`src/rtl/mux_scan_pkg.sv`:
```
// Shared types and helpers for the scanning N-channel selector.
package mux_scan_pkg;

  typedef enum logic {
    MANUAL = 1'b0,
    SCAN   = 1'b1
  } state_t;

  localparam logic MODE_MANUAL = 1'b0;
  localparam logic MODE_SCAN   = 1'b1;

  // Round-robin successor that never lands on codes at or above channels.
  function automatic int unsigned next_ptr(input int unsigned ptr, input int unsigned channels);
    return (ptr + 1 >= channels) ? 0 : ptr + 1;
  endfunction

endpackage

```
`src/rtl/mux_nbit_core.sv`:
```
// Combinational CHANNELS:1 selector of WIDTH-bit lanes with an in-range flag.
module mux_nbit_core #(
  parameter int unsigned WIDTH    = 3,
  parameter int unsigned CHANNELS = 5,
  parameter int unsigned SEL_W    = 3
) (
  input  logic [CHANNELS*WIDTH-1:0] data,
  input  logic [SEL_W-1:0]          sel,
  output logic [WIDTH-1:0]          q_c,
  output logic                      in_range_c
);

  always_comb begin
    q_c        = '0;
    in_range_c = 1'b0;
    for (int unsigned k = 0; k < CHANNELS; k++) begin
      if (sel == SEL_W'(k)) begin
        q_c        = data[k*WIDTH +: WIDTH];
        in_range_c = 1'b1;
      end
    end
  end

endmodule

```
`src/rtl/mux_nbit_scan.sv`:
```
// Registered N-channel selector with MANUAL select and round-robin SCAN modes.
// Optional channel skipping via MASK is enabled by defining MUX_SCAN_SKIP_EN.
module mux_nbit_scan
  import mux_scan_pkg::*;
#(
  parameter int unsigned WIDTH    = 3,
  parameter int unsigned CHANNELS = 5,
  parameter int unsigned SEL_W    = 3,
  parameter int unsigned DWELL_W  = 8
) (
  input  logic                      CLK,
  input  logic                      RST,
  input  logic [CHANNELS*WIDTH-1:0] I,
  input  logic [SEL_W-1:0]          S,
  input  logic                      MODE,
  input  logic                      HOLD,
  input  logic [DWELL_W-1:0]        DWELL,
`ifdef MUX_SCAN_SKIP_EN
  input  logic [CHANNELS-1:0]       MASK,
`endif
  output logic [WIDTH-1:0]          O,
  output logic [SEL_W-1:0]          CH,
  output logic                      VALID,
  output logic                      ERR,
  output logic                      STEP
);

  state_t             state, state_nxt;
  logic [SEL_W-1:0]   ptr, ptr_nxt, cur_ptr, adv_ptr, first_ptr, core_sel, ch_nxt;
  logic [DWELL_W-1:0] cnt, cnt_nxt;
  logic [WIDTH-1:0]   o_nxt, core_q;
  logic               valid_nxt, err_nxt, step_nxt;
  logic               core_ok, s_enabled, any_enabled;

`ifdef MUX_SCAN_SKIP_EN
  // Lowest enabled channel, next enabled channel above cur_ptr (wrapping), and S enable.
  always_comb begin
    first_ptr = '0;
    for (int k = int'(CHANNELS) - 1; k >= 0; k--) begin
      if (MASK[k]) first_ptr = SEL_W'(k);
    end
  end

  always_comb begin
    adv_ptr   = first_ptr;
    s_enabled = 1'b0;
    for (int k = int'(CHANNELS) - 1; k >= 0; k--) begin
      if (MASK[k] && (SEL_W'(k) > cur_ptr)) adv_ptr = SEL_W'(k);
      if (SEL_W'(k) == S) s_enabled = MASK[k];
    end
  end

  assign any_enabled = |MASK;
`else
  assign first_ptr   = '0;
  assign adv_ptr     = SEL_W'(next_ptr(32'(cur_ptr), CHANNELS));
  assign s_enabled   = 1'b1;
  assign any_enabled = 1'b1;
`endif

  // On the first SCAN cycle the stale pointer is ignored and the scan starts fresh.
  assign cur_ptr  = (state == SCAN) ? ptr : first_ptr;
  assign core_sel = (MODE == MODE_SCAN) ? cur_ptr : S;

  mux_nbit_core #(
    .WIDTH    (WIDTH),
    .CHANNELS (CHANNELS),
    .SEL_W    (SEL_W)
  ) u_core (
    .data       (I),
    .sel        (core_sel),
    .q_c        (core_q),
    .in_range_c (core_ok)
  );

  always_ff @(posedge CLK or posedge RST) begin
    if (RST) state <= MANUAL;
    else     state <= state_nxt;
  end

  always_comb begin
    state_nxt = state;
    if (!HOLD) state_nxt = (MODE == MODE_SCAN) ? SCAN : MANUAL;
  end

  always_comb begin
    o_nxt     = O;
    ch_nxt    = CH;
    valid_nxt = VALID;
    err_nxt   = ERR;
    step_nxt  = 1'b0;
    ptr_nxt   = ptr;
    cnt_nxt   = cnt;
    if (!HOLD) begin
      if (MODE == MODE_MANUAL) begin
        ptr_nxt = '0;
        cnt_nxt = '0;
        if (core_ok && s_enabled) begin
          o_nxt     = core_q;
          ch_nxt    = S;
          valid_nxt = 1'b1;
          err_nxt   = 1'b0;
        end else begin
          valid_nxt = 1'b0;
          err_nxt   = 1'b1;
        end
      end else if (!any_enabled) begin
        valid_nxt = 1'b0;
        err_nxt   = 1'b0;
      end else begin
        o_nxt     = core_q;
        ch_nxt    = cur_ptr;
        valid_nxt = 1'b1;
        err_nxt   = 1'b0;
        ptr_nxt   = cur_ptr;
        // >= so that a DWELL lowered below the running count still advances.
        if (cnt >= DWELL) begin
          cnt_nxt  = '0;
          ptr_nxt  = adv_ptr;
          step_nxt = 1'b1;
        end else begin
          cnt_nxt = cnt + DWELL_W'(1);
        end
      end
    end
  end

  always_ff @(posedge CLK or posedge RST) begin
    if (RST) begin
      ptr   <= '0;
      cnt   <= '0;
      O     <= '0;
      CH    <= '0;
      VALID <= 1'b0;
      ERR   <= 1'b0;
      STEP  <= 1'b0;
    end else begin
      ptr   <= ptr_nxt;
      cnt   <= cnt_nxt;
      O     <= o_nxt;
      CH    <= ch_nxt;
      VALID <= valid_nxt;
      ERR   <= err_nxt;
      STEP  <= step_nxt;
    end
  end

endmodule

```
`config.mk`:
```
export PLATFORM = sky130hd
export DESIGN_NAME = mux_nbit_scan
export DESIGN_NICKNAME = d
export VERILOG_FILES = /design/src/rtl/mux_scan_pkg.sv /design/src/rtl/mux_nbit_core.sv /design/src/rtl/mux_nbit_scan.sv
export SDC_FILE = /design/constraint.sdc
export NUM_CORES = 1
export LEC_CHECK = 0
export ABC_AREA = 1
export CAP_MARGIN = 0
export CORE_MARGIN = 1.5
export CORE_UTILIZATION = 48
export DETAILED_ROUTE_END_ITERATION = 10
export PLACE_DENSITY = 0.8
export SLEW_MARGIN = 15
export SYNTH_ARGS = -nofsm -noshare
export SYNTH_HDL_FRONTEND = slang
export SYNTH_HIERARCHICAL = 1
export SYNTH_SLANG_ARGS = --single-unit
```
`constraint.sdc`:
```
create_clock -name CLK -period 2.2 [get_ports CLK]
set_input_delay 0.44 -clock CLK [delete_from_list [all_inputs] [get_ports CLK]]
set_output_delay 0.44 -clock CLK [all_outputs]
set_load 0.01 [all_outputs]
```
==> load_flow_metrics.sql <==
INSERT INTO impl_metrics (metric_group, metric, value, unit) VALUES
('floorplan', 'die_h', '57.3', 'µm'),
('floorplan', 'floorplan.initialDensity', '50.9', '%'),
('cells_and_area', 'drive_above_1_share', '8.80', '%'),
('cells_and_area', 'finalNetCount', '292', ''),
('critical_path', 'worst-endpoint-required', '2430', 'ps'),
('grt', 'antenna_found_initial', '0', ''),
('cells_and_area', 'diodes', '0', ''),
('critical_path', 'critical_path.startpoint_type', 'input port', ''),
('floorplan', 'standard_cell_rows', '19', ''),
('grt', 'first_pass_grt_wire_length', '5190', 'µm'),
('critical_path', 'reg2reg_slack', '520', 'ps'),
('critical_path', 'critical_path_arrival', '2070', 'ps'),
('timing', 'setup_slack', '359', 'ps'),
('drt', 'routed-via-count', '1333', ''),
('timing', 'finalWorstPathRequiredPeriod', '1840', 'ps'),
('drt', 'route.final.wire_length', '2950', 'µm'),
('clock_tree', 'post_cts_resize_count', '0', ''),
('clock_tree', 'cts.repair_timing.setup_buffer_count', '0', ''),
('clock_tree', 'worstSkewPairLatency', '310', 'ps'),
('synthesis', 'post-synth-top-count-cell', 'sky130_fd_sc_hd__nand2_1', ''),
('placement', 'globalplace.congestion', '0.765', ''),
('floorplan', 'placeable_core_region', '2780', 'µm²'),
('synthesis', 'synth_ff_type', 'sky130_fd_sc_hd__dfrtp_1', ''),
('placement', 'preCtsSetupSlack', '40.2', 'ps'),
('cells_and_area', 'area_overhead_of_the_layout_relative_to_synthesis', '34.9', '%'),
('synthesis', 'yosys-top-cells-area', 'sky130_fd_sc_hd__dfrtp_1 (37%), sky130_fd_sc_hd__nand2_1 (19%), sky130_fd_sc_hd__ha_1 (9.7%)', ''),
('timing', 'slew_violations', '0', ''),
('timing', 'report.final.setup_viol', '0', ''),
('synthesis', 'synth-edff-count', '0', ''),
('run', 'max_cap_violations', '0', ''),
('timing', 'fin_tns_setup', '0', 'ps'),
('grt', 'grt_remaining_overflow', '0', ''),
('critical_path', 'worst_r2r_path_depth', '8', ''),
('synthesis', 'synth.yosys.seq_area_share', '37.1', '%'),
('timing', 'relative_slew_slack', '78.8', '%'),
('status', 'status', 'finished, final reports clean', ''),
('drt', 'drtPass1Iterations', '4', ''),
('floorplan', 'die_width', '57.3', 'µm'),
('synthesis', 'async_reset_ff_share', '100', '%'),
('grt', 'grt_start_max_net_pins', '22', ''),
('synthesis', 'post_synthesis_net_count', '242', ''),
('floorplan', 'fp.dieArea', '3290', 'µm²'),
('synthesis', 'synthesized_area_divided_by_synthesized_cell_count', '7.05', 'µm²'),
('clock_tree', 'cts.sinks', '21', ''),
('synthesis', 'synthesis.instances', '201', ''),
('clock_tree', 'cts-htree-levels', '1', ''),
('drt', 'post-route-drc-count', '0', ''),
('critical_path', 'crit_fanout', '10', ''),
('timing', 'worst-slew-pin-transition', '315', 'ps'),
('clock_tree', 'holdBufCountCts', '0', ''),
('drt', 'wl_per_cell', '10.5', 'µm'),
('synthesis', 'post_synth_instance_area', '1420', 'µm²'),
('clock_tree', 'cts_buffers', '3', ''),
('synthesis', 'post_synth_most_frequent_cells', 'sky130_fd_sc_hd__nand2_1 (72), sky130_fd_sc_hd__inv_1 (33), sky130_fd_sc_hd__dfrtp_1 (21), sky130_fd_sc_hd__nor2_1 (15), sky130_fd_sc_hd__nand3_1 (13)', ''),
('cells_and_area', 'filler_cell_count', '262', ''),
('clock_tree', 'clock_pin_slew_reported_for_the_worst_setup_and_hold_paths_after_clock_tree_synthesis', '120', 'ps'),
('drt', 'initialDrtViolationCount', '50', ''),
('drt', 'drtAntennaViolNets', '0', ''),
('synthesis', 'yosys.area.top_type', 'sky130_fd_sc_hd__dfrtp_1', ''),
('placement', 'numPortBuffers', '38', ''),
('timing', 'finalHoldViolations', '0', ''),
('critical_path', 'r2r-end', 'cnt[4]$_DFFE_PP0N_', ''),
('critical_path', 'regToRegStartpoint', 'cnt[5]$_DFFE_PP0N_', ''),
('grt', 'first_global_vias', '1248', ''),
('grt', 'total_global_route_track_usage', '19.8', '%'),
('floorplan', 'design.portCount', '39', ''),
('timing', 'finalClockSkew', '12.9', 'ps'),
('worst_hold_path', 'hold_path_class', 'input port to asynchronous set/reset pin', ''),
('pwr', 'power.ir.vdd_worst', '0.388', 'mV'),
('clock_tree', 'clockRootBuffer', 'sky130_fd_sc_hd__clkbuf_4', ''),
('timing', 'timing.final.crit_share', '83.7', '%');
[layout by cell type (no fill, tap or decap), types with 2 or more instances in the layout]
| master | netlist | final |
|---|---|---|
| sky130_fd_sc_hd__nand2_1 | 72 | 72 |
| sky130_fd_sc_hd__clkdlybuf4s50_1 | 0 | 38 |
| sky130_fd_sc_hd__inv_1 | 33 | 33 |
| sky130_fd_sc_hd__dfrtp_1 | 21 | 21 |
| sky130_fd_sc_hd__nor2_1 | 15 | 15 |
| sky130_fd_sc_hd__nand3_1 | 13 | 13 |
| sky130_fd_sc_hd__ha_1 | 11 | 11 |
| sky130_fd_sc_hd__buf_4 | 0 | 8 |
| sky130_fd_sc_hd__o21ai_1 | 6 | 6 |
| sky130_fd_sc_hd__xor2_1 | 5 | 5 |
| sky130_fd_sc_hd__inv_2 | 4 | 4 |
| sky130_fd_sc_hd__nand4_1 | 4 | 4 |
| sky130_fd_sc_hd__o21ai_0 | 4 | 4 |
| sky130_fd_sc_hd__clkbuf_4 | 0 | 3 |
| sky130_fd_sc_hd__nor2_2 | 2 | 2 |
| sky130_fd_sc_hd__a21oi_1 | 2 | 2 |
| sky130_fd_sc_hd__nor3_2 | 2 | 2 |
[report_power, final]
| group | internal [mW] | leakage, nW | switching, mW |
|---|---|---|---|
| Clock | 0.0707 | 0.0150 | 0.115 |
| Combinational | 0.122 | 0.760 | 0.104 |
| Sequential | 0.412 | 0.278 | 0.0195 |
[through the flow]
step | std cells | hold slack [ps] | power (mW) | util (%) | cell area, µm²
after floorplan | 201 | 417 | 0.544 | - | 1420
after global placement | 277 | 464 | 0.665 | 67.7 | 1880
after detailed placement | 277 | 476 | 0.668 | 67.7 | 1880
after CTS | 281 | 468 | 0.850 | 68.7 | 1910
after global routing | 281 | 472 | 0.895 | 68.7 | 1910
final | 281 | 457 | 0.844 | 68.7 | 1910
[cells by family (layout without fill, tap and decap cells)]
group	after synthesis	count (layout)	synth area share (%)
compound gates	14	14	5.39
xor+xnor	5	5	3.09
fa+ha+maj	11	11	9.72
buf+inv	38	87	10.6
flops	21	21	37.1
simple gates	112	112	34.1
[registers in the layout, indices dropped and copies added, names as in the netlist]
| name | cells |
|---|---|
| state | 1 |
| STEP | 1 |
| cnt | 8 |
| ptr | 3 |
| ERR | 1 |
| VALID | 1 |
| CH | 3 |
| O | 3 |
[layer usage]
layer  part of all wire [%]  global-route usage, %
met5                      0                      0
met3                    4.0                   1.81
met2                     47                   32.0
met4                   0.61                   7.64
met1                     48                   27.7
[how the worst max path moves through the flow]
stage / startpoint / slack, ps / end
detailed placement: DWELL[5] / 40 / cnt[4]$_DFFE_PP0N_
global route: DWELL[1] / 250 / cnt[4]$_DFFE_PP0N_
floorplan: MODE / 360 / CH[0]$_DFFE_PP0P_
finish: DWELL[5] / 360 / cnt[4]$_DFFE_PP0N_
global placement: DWELL[7] / 60 / cnt[4]$_DFFE_PP0N_
CTS: DWELL[5] / 350 / cnt[4]$_DFFE_PP0N_
[area by class of cell]
type | count | area (µm²) | area share [%]
Clock buffer | 4 | 26.3 | 1.38
Inverter | 37 | 139 | 7.27
Multi-Input combinational cell | 142 | 741 | 38.8
Tap cell | 31 | 38.8 | 2.03
Timing Repair Buffer | 46 | 440 | 23.1
Sequential cell | 21 | 526 | 27.5
[critical path: stages]
cell                              delay [ps]
sky130_fd_sc_hd__clkdlybuf4s50_1         460
sky130_fd_sc_hd__inv_1                    50
sky130_fd_sc_hd__ha_1                    300
sky130_fd_sc_hd__a21oi_1                 130
sky130_fd_sc_hd__nor2_1                   60
sky130_fd_sc_hd__nor2_2                   90
sky130_fd_sc_hd__nand3_2                 150
sky130_fd_sc_hd__nor2_4                  230
sky130_fd_sc_hd__nand2_1                  70
sky130_fd_sc_hd__o21ai_1                  80
(Power assumes the default switching activity.)
